File: src/rtl/layer_serializer.sv
// layer_serializer: captures a full layer of parallel activations and replays them as one serial burst, neuron 0 first.
// Ports: clk, reset_n (sync active-low); i_data_in/i_data_in_valid parallel neuron outputs;
//        o_data_out/o_data_out_valid serial word stream; o_busy burst in progress;
//        o_overrun sticky dropped-frame flag; o_sync_err sticky partial-valid flag.
module layer_serializer #(
    parameter int NUM_NEURONS = 30,
    parameter int DATA_WIDTH  = 16
) (
    input  logic                              clk,
    input  logic                              reset_n,
    input  logic [NUM_NEURONS*DATA_WIDTH-1:0] i_data_in,
    input  logic [NUM_NEURONS-1:0]            i_data_in_valid,
    output logic [DATA_WIDTH-1:0]             o_data_out,
    output logic                              o_data_out_valid,
    output logic                              o_busy,
    output logic                              o_overrun,
    output logic                              o_sync_err
);
    localparam int CW = NUM_NEURONS > 1 ? $clog2(NUM_NEURONS) : 1;
    localparam logic [CW-1:0] LAST = CW'(NUM_NEURONS - 1);
    localparam logic [CW-1:0] FIRST = CW'(NUM_NEURONS > 1 ? 1 : 0);
    localparam logic [0:0] IDLE = 1'b0;
    localparam logic [0:0] SEND = 1'b1;
    logic [0:0]            state;
    logic [CW-1:0]         count;
    logic [DATA_WIDTH-1:0] hold [NUM_NEURONS];
    logic                  frame;
    logic                  partial;
    assign frame   = &i_data_in_valid;
    assign partial = (|i_data_in_valid) & ~frame;
    // valid stays high through the last word, so it doubles as the busy flag
    assign o_busy  = o_data_out_valid;
    always_ff @(posedge clk) begin
        if (!reset_n) begin
            state            <= IDLE;
            count            <= '0;
            for (int k = 0; k < NUM_NEURONS; k++) hold[k] <= '0;
            o_data_out       <= '0;
            o_data_out_valid <= 1'b0;
            o_overrun        <= 1'b0;
            o_sync_err       <= 1'b0;
        end else begin
            if (partial) o_sync_err <= 1'b1;
            if (frame && o_data_out_valid) o_overrun <= 1'b1;
            if (state == SEND) begin
                o_data_out       <= hold[count];
                o_data_out_valid <= 1'b1;
                state            <= (count == LAST) ? IDLE : SEND;
                count            <= (count == LAST) ? '0 : count + CW'(1);
            end else if (frame && !o_data_out_valid) begin
                // word 0 goes out directly from the input; the rest replay from hold
                for (int k = 0; k < NUM_NEURONS; k++) hold[k] <= i_data_in[k*DATA_WIDTH +: DATA_WIDTH];
                o_data_out       <= i_data_in[DATA_WIDTH-1:0];
                o_data_out_valid <= 1'b1;
                count            <= FIRST;
                state            <= (NUM_NEURONS > 1) ? SEND : IDLE;
            end else begin
                o_data_out_valid <= 1'b0;
            end
        end
    end
endmodule
File: config.mk
export PLATFORM = sky130hd
export DESIGN_NAME = layer_serializer
export DESIGN_NICKNAME = d
export VERILOG_FILES = /design/src/rtl/layer_serializer.sv
export SDC_FILE = /design/constraint.sdc
export NUM_CORES = 1
export LEC_CHECK = 0
export BUFFER_PORTS_ARGS = -buffer_cell sky130_fd_sc_hd__buf_2
export CAP_MARGIN = 25
export CORE_MARGIN = 2
export CORE_UTILIZATION = 54
export CTS_CLUSTER_DIAMETER = 150
export DETAILED_ROUTE_END_ITERATION = 10
export PLACE_DENSITY_LB_ADDON = 0.25
export SYNTH_ARGS = -nofsm -noshare
export SYNTH_HDL_FRONTEND = slang
export SYNTH_SLANG_ARGS = --single-unit
File: constraint.sdc
create_clock -name clk -period 51.8 [get_ports clk]
set_clock_uncertainty 0.05 [all_clocks]
set_input_delay 10.36 -clock clk [delete_from_list [all_inputs] [get_ports clk]]
set_output_delay 10.36 -clock clk [all_outputs]
set_load 0.01 [all_outputs]
After elaboration in Yosys (flattened, before gate mapping)

Memories as Yosys holds them, arrays and structs flattened. A register that Yosys moved wholly into a read port is not among the register bits.
Index checks and enable logic that the tools add are counted.

Add/sub/neg operators: 1
Multiply operators: 0
Div/mod/pow operators: 0
Magnitude comparators: 0
Eq/ne operators: 1
Shifts and indexed selects: 0
Multiplexer cells: 45
Bitwise gates (word level): 32
Reduce and logical (&&, ||, !) cells: 6

Operators with widths:

| cell                  | number |
|---|---|
| $mux W16              | 32 |
| $or A1 B1 Y1          | 30 |
| $reduce_and A30 Y1    | 1 |
| $reduce_or A30 Y1     | 1 |
| $mux W5               | 5 |
| $mux W1               | 8 |
| $add A5 B1 Y5 const B | 1 |
| $eq A5 B5 Y1 const B  | 1 |
| $logic_and A1 B1 Y1   | 2 |
| $reduce_bool A2 Y1    | 1 |
| $and A1 B1 Y1         | 1 |
| $logic_not A1 Y1      | 1 |
| $not A1 Y1            | 1 |

Register bits: 25
Latch bits: 0
RAM bits: 480
ROM bits: 0
Input port bits: 512
Output and inout port bits: 20
Word-level logic and storage cells: 92
Memories: 1

Memory list:

| memory | depth | width | rd ports | clocked after Yosys merged registers in | write ports | RTL line | source |
|---|---|---|---|---|---|---|---|
| hold   | 30    | 16    | 1        | 1                                       | 30          | 26       | `logic [DATA_WIDTH-1:0] hold [NUM_NEURONS];` |

Longest topological paths before layout

Depth after elaboration: 7
Depth in mapped cells: 9
Gate-level depth less buffers: 7

Least setup slack after synthesis

OpenSTA, ideal clock, no wires.

Kind: input -> register
Start: input port i_data_in_valid[28]
End: memory hold[0][0] (enable)
Setup time: 1994 ps
Arrival time: 44794 ps
Slack: 4963 ps
Stages on the path: 5
Buffers on the path: 1
Cells stage by stage: nand4_1 nor4_2 nand3b_1 clkbuf_1 o21ai_0

RTL lines:

| what            | RTL line | source |
|---|---|---|
| start, declared | 12       | `input logic [NUM_NEURONS-1:0] i_data_in_valid,` |
| end, declared   | 26       |  |

==> flow_summary.ini <==
[logic_synthesis]
synth_top_area_share = 0.6272
syn_area_per_cell_um2 = 15.39
synth_edf_count = 480
postSynthCellCount = 1493
async_flop_share = 0
seq_area_frac_synth = 0.6533
ys_warn_count = 0
syn_area_um2 = 22980
yosys-top-cells-area = edfxtp_1 (63%), and2_1 (13%), mux4_2 (10%)
syn-num-nets = 2007
ys_ff_latch = 510
netlist.top_cell.by_area = edfxtp_1
synth_cell_types = 46
synthFlopType = edfxtp_1

[worst_setup_path]
reg2reg_slack_ns = 48.25
critPathLaunchType = primary input
endpoint_kind = flop
crit_arrival_ns = 13.65
worstPathRequired_ns = 51.96
worst-path-max-fanout = 76
criticalPathCategory = in2reg

[cts]
clockBufferDepth = 3
numCtsBuffers = 53
cts_tree = done
clk_latency_ns = 0.60
cts.sinks = 510
htreeDepth = 2
post_cts_buffers = 0
cts-root-buf = clkbuf_16
cts_hold_buf = 0
cts_resized = 0
cts.clk_slew.worst_paths_ns = 0.06

[place]
globalplace.congestion = 0.8462
portBuffers = 531
post-dp-hpwl_um = 42330
pre_cts_slack_ns = 37.45

[sta]
worst_slew_pin_slew_ns = 1.215
fmax_ghz = 0.07410
final_max_slew_viol_count = 0
hold_violations = 0
setup_viol = 0
fin_tns_setup_ns = 0
maxSlewHeadroom = 0.1899
rsz0062_at_grt = false
fin_crit_ns = 13.50
finalCritPeriodShare = 0.2605
fin_ws_ns = 38.30

[outcome]
status = complete, no violations

[global_routing]
grt_pass1_wl_um = 87600
grt_use_total = 0.2690
grt_pass1_vias = 14760
overflow = 0
grt_max_degree = 224
antenna_found_initial = 23

[cells_and_area]
area_delta_synth_final_pct = 20.78
drive_gt1_frac = 0.3660
multi_input_area_um2 = 7392
seq_area_um2 = 15030
final_nets = 2505
num-fill-cells = 3035

[drt]
num_vias = 14420
viasPerCell = 5.558
wirelength_um = 59740
wl_per_cell_um = 23.03
drc_errors = 0
dr.pass1.iters = 5
dr.first_iter.drc_count = 1363
antenna_left = 0

[worst_hold_path]
min_path_type = reg2reg

[job]
drv_cap = 0

[die]
die_area_um2 = 44230
die_width_um = 210.3
coreArea_um2 = 41950
initial_utilization = 0.5479
placementRows = 75
ioPinCount = 532
dieHeight_um = 210.3

[pwr]
ir_drop_mv = 0.02672
p_per_area_nw_per_um2 = 32.45
leakage_nw = 10.69
sequential cells by signal, indices dropped and copies added, names as in the netlist, named ones only:
name	flops
state	1
o_busy	1
hold	480
count	5
o_overrun	1
o_data_out	16
o_sync_err	1
cell families (layout without fill, tap and decap cells):
| kind of cell | after synthesis | in the layout | share of synthesized area |
|---|---|---|---|
| AOI/OAI and AO/OA | 91 | 91 | 0.02619 |
| adders and majority gates | 2 | 2 | 0.001089 |
| buffers and inverters | 116 | 656 | 0.02553 |
| DFF | 510 | 510 | 0.6533 |
| muxes | 181 | 181 | 0.1369 |
| other | 0 | 22 | 0 |
| and+or+nand+nor | 593 | 593 | 0.1570 |
placed cells by master, fill, tap and decap left out, drive strengths merged, types with 15 or more instances in the layout:
cell,count
mux4,106
and2,483
edfxtp,480
diode,22
dfxtp,30
mux2i,68
buf,548
nand2,28
o21ai,25
nor2,19
nor4,15
clkinv,22
clkbuf,68
per-layer routing:
layer,GRT usage,wire (um),part of all wire,vias to the layer above
met3,0.05319,4256,0.071,106
met2,0.4403,29470,0.49,574
li1,-,-,-,6578
met5,0,26,0.00044,-
met4,0.1135,1935,0.032,4
met1,0.3550,24040,0.40,7155
synthesized netlist by cell type (all sizes together), types with 2 or more instances:
| cell | count |
|---|---|
| a211oi | 12 |
| a21oi | 13 |
| a221oi | 2 |
| a22oi | 2 |
| a311oi | 2 |
| a31o | 3 |
| a31oi | 6 |
| a41oi | 3 |
| and2 | 483 |
| and3 | 4 |
| buf | 59 |
| clkbuf | 46 |
| dfxtp | 30 |
| edfxtp | 480 |
| ha | 2 |
| inv | 11 |
| mux2 | 7 |
| mux2i | 68 |
| mux4 | 106 |
| nand2 | 28 |
| nand2b | 3 |
| nand3 | 4 |
| nand3b | 3 |
| nand4 | 12 |
| nor2 | 19 |
| nor2b | 11 |
| nor3 | 6 |
| nor3b | 2 |
| nor4 | 15 |
| o2111ai | 8 |
| o211a | 2 |
| o21a | 3 |
| o21ai | 25 |
| o22ai | 7 |
| o31a | 2 |
cell type report:
type                            instances  share of cell area
Multi-Input combinational cell        867              0.2663
Antenna cell                           22            0.001983
Inverter                               11            0.001487
Tap cell                              539             0.02430
Sequential cell                       510              0.5414
Clock buffer                           68             0.05134
Timing Repair Buffer                  548              0.1030
Clock inverter                         29             0.01019
critical path: stages:
cell and delay (ns):
buf_2 0.10, nand4_1 0.11, nor4_2 0.40, nand3b_1 0.12
buf_4 0.27, o21ai_4 0.62, buf_4 0.36, buf_16 0.34
buf_4 0.82
path summary, 6_finish.rpt:
check | to | start | depth (start not counted)
setup / recovery | hold[22][2]$_SDFFCE_PN0P_ | i_data_in_valid[28] | 9
hold / removal | flop | count[4]$_SDFFE_PN0P_ | 1
setup reg to reg | hold[22][2]$_SDFFCE_PN0P_ | o_busy$_SDFF_PN0_ | 6
hold reg to reg | flop | count[4]$_SDFFE_PN0P_ | 1
power by group:
| part | internal [W] | total (W) | switching (W) | leakage (nW) |
|---|---|---|---|---|
| combinational | 0.0000243 | 0.0000469 | 0.0000226 | 4.79 |
| sequential | 0.000471 | 0.000477 | 0.00000528 | 5.06 |
| clock | 0.000223 | 0.000377 | 0.000154 | 0.838 |
stage by stage:
| stage | total power [W] | utilization | area [um2] | instances | hold WS (ns) |
|---|---|---|---|---|---|
| after floorplan | 0.0005272 | - | 22980 | 1493 | 0.4020 |
| after global placement | 0.0005299 | 0.6177 | 25910 | 2472 | 0.3976 |
| after detailed placement | 0.0005320 | 0.6184 | 25940 | 2473 | 0.4107 |
| after CTS | 0.0009076 | 0.6591 | 27650 | 2570 | 0.4196 |
| after global routing | 0.0009279 | 0.6617 | 27760 | 2593 | 0.4486 |
| final | 0.0009007 | 0.6617 | 27760 | 2594 | 0.4180 |
Note: power is estimated with default switching activity, not from simulation.
